==> src/rtl/inst_fetch.sv <==
// Instruction fetch stage: owns the fetch PC, issues one SRAM-like read at a
// time and hands inst/pc pairs to decode through a single-entry register.
module inst_fetch #(
   parameter int unsigned     ADDR_WIDTH = 32,
   parameter int unsigned     INST_WIDTH = 32,
   parameter logic [ADDR_WIDTH-1:0] RESET_PC = 32'h1C00_0000
) (
   input  logic                  clk,
   input  logic                  rst,
   output logic                  inst_req,
   output logic [ADDR_WIDTH-1:0] inst_addr,
   input  logic                  inst_addr_ok,
   input  logic [INST_WIDTH-1:0] inst_rdata,
   input  logic                  inst_data_ok,
   output logic                  if_valid,
   output logic [INST_WIDTH-1:0] if_inst,
   output logic [ADDR_WIDTH-1:0] if_pc,
   input  logic                  id_ready,
   input  logic                  branch_en,
   input  logic                  jump_en,
   input  logic [ADDR_WIDTH-1:0] branch_addr,
   input  logic [ADDR_WIDTH-1:0] jump_addr
);

   typedef enum logic [1:0] {
      S_RESET,
      S_REQ,
      S_WAIT
   } state_t;

   state_t                state_q, state_d;
   logic [ADDR_WIDTH-1:0] fetchPc_q, fetchPc_d;
   logic                  discard_q, discard_d;
   logic                  ifValid_q, ifValid_d;
   logic [INST_WIDTH-1:0] ifInst_q, ifInst_d;
   logic [ADDR_WIDTH-1:0] ifPc_q, ifPc_d;

   logic                  consume;
   logic                  redirect;
   logic [ADDR_WIDTH-1:0] targetRaw;
   logic [ADDR_WIDTH-1:0] target;
   logic [ADDR_WIDTH-1:0] pcPlus4;

   // The consumed entry is the branch itself, so redirect only counts on a consume.
   assign consume   = ifValid_q & id_ready;
   assign redirect  = consume & (branch_en | jump_en);
   assign targetRaw = jump_en ? jump_addr : branch_addr;
   assign target    = {targetRaw[ADDR_WIDTH-1:2], 2'b00};
   assign pcPlus4   = fetchPc_q + {{(ADDR_WIDTH-3){1'b0}}, 3'd4};

   assign inst_addr = fetchPc_q;
   assign if_valid  = ifValid_q;
   assign if_inst   = ifInst_q;
   assign if_pc     = ifPc_q;

   always_ff @(posedge clk) begin
      if (rst) begin
         state_q   <= S_RESET;
         fetchPc_q <= RESET_PC;
         discard_q <= 1'b0;
         ifValid_q <= 1'b0;
         ifInst_q  <= '0;
         ifPc_q    <= '0;
      end else begin
         state_q   <= state_d;
         fetchPc_q <= fetchPc_d;
         discard_q <= discard_d;
         ifValid_q <= ifValid_d;
         ifInst_q  <= ifInst_d;
         ifPc_q    <= ifPc_d;
      end
   end

   // A request is only issued when the output entry is guaranteed free on return,
   // so a load in WAIT can never overwrite an unconsumed instruction.
   always_comb begin
      state_d   = state_q;
      fetchPc_d = fetchPc_q;
      discard_d = discard_q;
      ifValid_d = ifValid_q & ~consume;
      ifInst_d  = ifInst_q;
      ifPc_d    = ifPc_q;
      inst_req  = 1'b0;

      case (state_q)
         S_RESET: begin
            state_d = S_REQ;
         end
         S_REQ: begin
            inst_req = ~ifValid_q | id_ready;
            if (redirect) begin
               fetchPc_d = target;
               if (inst_req && inst_addr_ok) begin
                  discard_d = 1'b1;
                  state_d   = S_WAIT;
               end
            end else if (inst_req && inst_addr_ok) begin
               discard_d = 1'b0;
               state_d   = S_WAIT;
            end
         end
         S_WAIT: begin
            if (inst_data_ok) begin
               state_d = S_REQ;
               if (discard_q || redirect) begin
                  discard_d = 1'b0;
                  if (redirect) begin
                     fetchPc_d = target;
                  end
               end else begin
                  ifValid_d = 1'b1;
                  ifInst_d  = inst_rdata;
                  ifPc_d    = fetchPc_q;
                  fetchPc_d = pcPlus4;
               end
            end else if (redirect) begin
               discard_d = 1'b1;
               fetchPc_d = target;
            end
         end
         default: begin
            state_d = S_RESET;
         end
      endcase
   end

endmodule
==> config.mk <==
export PLATFORM = sky130hd
export DESIGN_NAME = inst_fetch
export DESIGN_NICKNAME = d
export VERILOG_FILES = /design/src/rtl/inst_fetch.sv
export SDC_FILE = /design/constraint.sdc
export NUM_CORES = 1
export LEC_CHECK = 0
export ABC_CLOCK_PERIOD_IN_PS = 2570
export BUFFER_PORTS_ARGS = -buffer_cell sky130_fd_sc_hd__buf_2
export CAP_MARGIN = 25
export CORE_AREA = 3 3 120 93
export DETAILED_ROUTE_END_ITERATION = 8
export DIE_AREA = 0 0 123 96
export PLACE_DENSITY = 0.8
export SYNTH_ARGS = -nofsm -noshare
export SYNTH_HDL_FRONTEND = slang
export SYNTH_SLANG_ARGS = --single-unit
==> constraint.sdc <==
create_clock -name clk -period 2.57 [get_ports clk]
set_clock_uncertainty 0.2 [all_clocks]
set_input_delay 0.514 -clock clk [delete_from_list [all_inputs] [get_ports clk]]
set_output_delay 0.514 -clock clk [all_outputs]
set_load 0.005 [all_outputs]
# ---- After elaboration in Yosys (flattened, before gate mapping)
# Index checks and enable logic that the tools add are counted.
# Widths: inputs -> output; s select.
dict set report classes {
  addsub 1
  mul 0
  div 0
  magnitude_cmp 0
  eq_ne 6
  shift 0
  mux 19
  bitwise_logic 8
  n_reduce_logical 7
}
# op count
set ops {}
lappend ops {{$mux 32} 4}
lappend ops {{$pmux 32 s2} 1}
lappend ops {{$add 32x3->32 const B} 1}
lappend ops {{$mux 1} 10}
lappend ops {{$ne 3x3->1 const B} 2}
lappend ops {{$pmux 2 s3} 1}
lappend ops {{$mux 2} 2}
lappend ops {{$ne 2x2->1 const B} 2}
lappend ops {{$reduce_and 4->1} 1}
lappend ops {{$and 1x1->1} 3}
lappend ops {{$not 1->1} 3}
lappend ops {{$reduce_and 3->1} 1}
lappend ops {{$eq 2x1->1 const B} 1}
lappend ops {{$eq 2x2->1 const B} 1}
lappend ops {{$logic_not 2->1} 1}
lappend ops {{$or 1x1->1} 2}
lappend ops {{$pmux 1 s2} 1}
lappend ops {{$reduce_and 2->1} 1}
lappend ops {{$reduce_bool 2->1} 1}
lappend ops {{$logic_and 1x1->1} 1}
lappend ops {{$logic_or 1x1->1} 1}
dict set report totals {
  register_bits 100
  latch_bits 0
  mem_bits_rw 0
  mem_bits_ro 0
  in_bits 103
  output_inout_bits 98
  word_cells 47
  mem_count 0
}

# ---- Depth between registers and ports, before layout
dict set report logic_depth {
  ltp_word 6
  ltp_mapped 9
  mapped_depth_nobuf 7
}

# ---- Worst setup path after synthesis
# No wires, ideal clock.
dict set report synth_timing {
  kind {register to register}
  from {register state_q[0]}
  to {register fetchPc_q[15] (netlist: inst_addr[15])}
  setup_time_ps 95
  arrival_ps 1687
  required_time_ps 2275
  path_slack_ps 588
  path_stages_with_launch 9
  path_buffers 2
  synth_period_minus_slack_ps 1982
  cell_sequence {dfxtp_1 > inv_1 > ha_1 > and3b_1 > clkbuf_1 > nand2_1 > clkbuf_1 > a21oi_1 > a221oi_1}
}
dict set report synth_via {
  elab_chain_cells 2
  word_cells_on_any_way 4
  cone_classes {2 x eq/ne; 1 x mux; 1 x reduce/logical}
}
# item line
set synth_rtl {}
lappend synth_rtl {{start, declared} 31} ;# state_t state_q, state_d;
lappend synth_rtl {{start signal, assigned} 65} ;# state_q <= state_d;
lappend synth_rtl {{$eq 2x2->1 or $eq 2x1->1 (tied branches)} 85} ;# case (state_q)
lappend synth_rtl {{$pmux 32 s2 or $reduce_bool 2->1 (tied branches)} -}
lappend synth_rtl {{end signal, assigned} 66} ;# fetchPc_q <= fetchPc_d;
lappend synth_rtl {{end, declared} 32} ;# logic [ADDR_WIDTH-1:0] fetchPc_q, fetchPc_d;
# Several ways; a longest one is shown, not always the timed one.
# A chain may end at the register's enable or synchronous reset.

# ---- Worst setup path after layout
dict set report layout_timing {
  from {register fetchPc_q[3] (netlist: inst_addr[3])}
  to {register fetchPc_q[28] (netlist: inst_addr[28])}
}
dict set report layout_via {
  elab_chain_cells 4
}
# item line
set layout_rtl {}
lappend layout_rtl {{$add 32x3->32} 49} ;# assign pcPlus4 = fetchPc_q + {{(ADDR_WIDTH-3){1'b0}}, 3'd4};
lappend layout_rtl {{$mux 32} 105} ;# if (discard_q || redirect) begin
lappend layout_rtl {{$mux 32} 103} ;# if (inst_data_ok) begin
lappend layout_rtl {{$pmux 32 s2} 85}
# No other way between the ends.

==> results.toml <==
[detailed_routing]
wl_per_cell_um = 16.5
wl_um = 15700
num_vias = 5444
dr.pass1.iters = 5
drc = 0
drtAntennaViolNets = 0
drtIter0Drc = 407
viasPerCell = 5.72

[cells_and_area]
n_fill_cell = 930
fin_nets = 917
stdcell_count = 951
regArea_mm2 = 0.00200
mostFrequentLayoutCell = "buf_2"
design_area_mm2 = 0.00635
drive_gt1_frac = 0.319
layout_common_cells = "buf_2, nand2_1, dfxtp_1"
area_growth_pct = 29.1
diodes = 0
multiInputGateArea_mm2 = 0.00268

[global_route]
grt_pass1_vias = 4856
grt_overflow = 0
antenna_found_initial = 1
grt_use_met2 = 0.419
met1_usage = 0.328
grt_max_degree = 53
top_usage_layer = "met2"
grt_pass1_wl_um = 23700
track_usage = 0.249
met3_usage = 0.0541

[placed_design]
place_inst = 935
io_buffers = 196
placed_area_mm2 = 0.00605
dp_hpwl_um = 11500
gp_congestion = 0.864

[setup_path]
cp.required_ps = 2660
path_class = "reg2reg"
r2r_slack_ps = 230
arrival_ps = 2430
critPathCaptureType = "flop"
worstSetupStartpointType = "flop"
path_max_fanout = 9

[pwr]
p_total_uw = 4180
ir_drop_v = 0.000363
p_per_area_mw_per_mm2 = 658
leakage_uw = 0.00274

[status]
outcome = "finished, final reports clean"

[timing]
fmax_mhz = 427
tightest_slew_ps = 755
timing.final.crit_period_ps = 2340
hold_viol = 0
grt_setup_unrepaired = "no"
final_max_slew_viol_count = 0
period_share = 0.912
setup-tns-final_ps = 0
setup_violations = 0
slew_headroom = 0.495

[hold_path]
hold_class = "in2reg"

[clock_network]
clkTransAtPathRegs_ps = 70
clock_latency_ps = 340
clock_path_buffers = 2
cts_tree = "built"
holdBufCountCts = 0
postCtsSetupRepairBufs = 0
htreeDepth = 3
cts_root_buffer = "clkbuf_16"
cts_resized = 0
cts.sinks = 100
cts_made_buffers = 9

[synthesis]
synth_flop_cell = "dfxtp_1"
synthArstFlopShare = 0
synth_warnings = 0
synth_edf_count = 0
synthCells = 628
synth.distinct_cells = 55
yosysSeqAreaShare = 0.407
syn_area_mm2 = 0.00491
synth_nets = 735
synth-seq-cells = 100
syn_area_per_cell_um2 = 7.83

[floorplanning]
ioPinCount = 201
die_area_mm2 = 0.0118
fp.coreArea_mm2 = 0.0101
floorplan.initialDensity = 0.485
rows = 32
die_width_um = 123
die_y_um = 96

[run]
drv_cap = 0
## cells by family after synthesis
kind of cell,after synthesis,synth area share
AO/OA/AOI/OAI,184,0.224
AND/OR/NAND/NOR,252,0.241
adder cells (fa/ha/maj),4,0.0102
multiplexers,32,0.0677
flip-flops,100,0.407
buffers and inverters,56,0.0499
## cell type report
type | instances | area share
multi-input cells | 472 | 0.422
flip-flops and latches | 100 | 0.315
repair buffers | 220 | 0.185
clock buffers | 10 | 0.0377
well taps | 136 | 0.0268
clock inverters | 6 | 0.00887
inverters | 7 | 0.00414
## critical path: stages, from the launching register on
cell	delay (ps)
dfxtp_1	420
ha_1	280
nand4_4	220
nor3_4	450
nand3_1	210
a221oi_1	330
o22a_1	180
## report_power, final
part	switching, uW	internal [uW]	total [uW]
registers	142	1660	1800
logic	633	425	1060
clock network	620	700	1320
## synth_stat cells (2+ instances only)
cell type	count	area share
o221ai_1	2	0.0036
and3_1	10	0.013
buf_2	27	0.027
and2_1	4	0.0051
clkbuf_1	19	0.015
o32ai_1	4	0.0071
mux2_2	9	0.021
o21ai_0	28	0.029
a221oi_1	3	0.0053
nor3_1	13	0.013
a211oi_1	10	0.015
o31ai_1	2	0.0031
nor2_1	29	0.022
dfxtp_1	100	0.41
nand2_1	149	0.11
o22ai_1	5	0.0064
a22oi_1	2	0.0031
nand3_1	10	0.010
a31oi_1	6	0.0076
nor4_1	5	0.0064
and4_1	6	0.011
ha_1	4	0.010
clkinv_1	2	0.0015
nand4_1	14	0.018
a21o_1	4	0.0061
inv_1	5	0.0038
a311oi_1	2	0.0036
o21a_1	2	0.0031
buf_1	2	0.0015
o221a_2	4	0.0092
a21boi_0	2	0.0031
mux2i_1	22	0.045
a31o_2	3	0.0053
a21oi_1	98	0.10
## routing by layer
metal | up-vias | part of all wire
li1 | 2603 | -
met1 | 2483 | 0.41
met2 | 328 | 0.47
met3 | 28 | 0.10
met4 | 2 | 0.014
met5 | - | 0.00070
## path summary, 6_finish.rpt
path,startpoint,end,cells past startpoint
worst min register to register,if_pc[26],if_pc[26],2
worst max-delay path,inst_addr[3],inst_addr[28],6
worst min-delay path,inst_rdata[14],if_inst[14],3
worst max register to register,inst_addr[3],inst_addr[28],6
## flip-flops by register name (all words and copies together) (netlist names)
name,count
discard_q,1
inst_addr,32
if_pc,32
state_q,2
if_valid,1
if_inst,32
## through the flow
stage / setup slack (ps) / utilization / hold slack [ps]
after detailed placement: 234 / 0.597 / 245
final: 225 / 0.627 / 204
after global routing: 117 / 0.627 / 195
after floorplan: 588 / - / 253
after CTS: 290 / 0.627 / 194
after global placement: 330 / 0.597 / 238
Note: power is estimated with default switching activity, not from simulation.
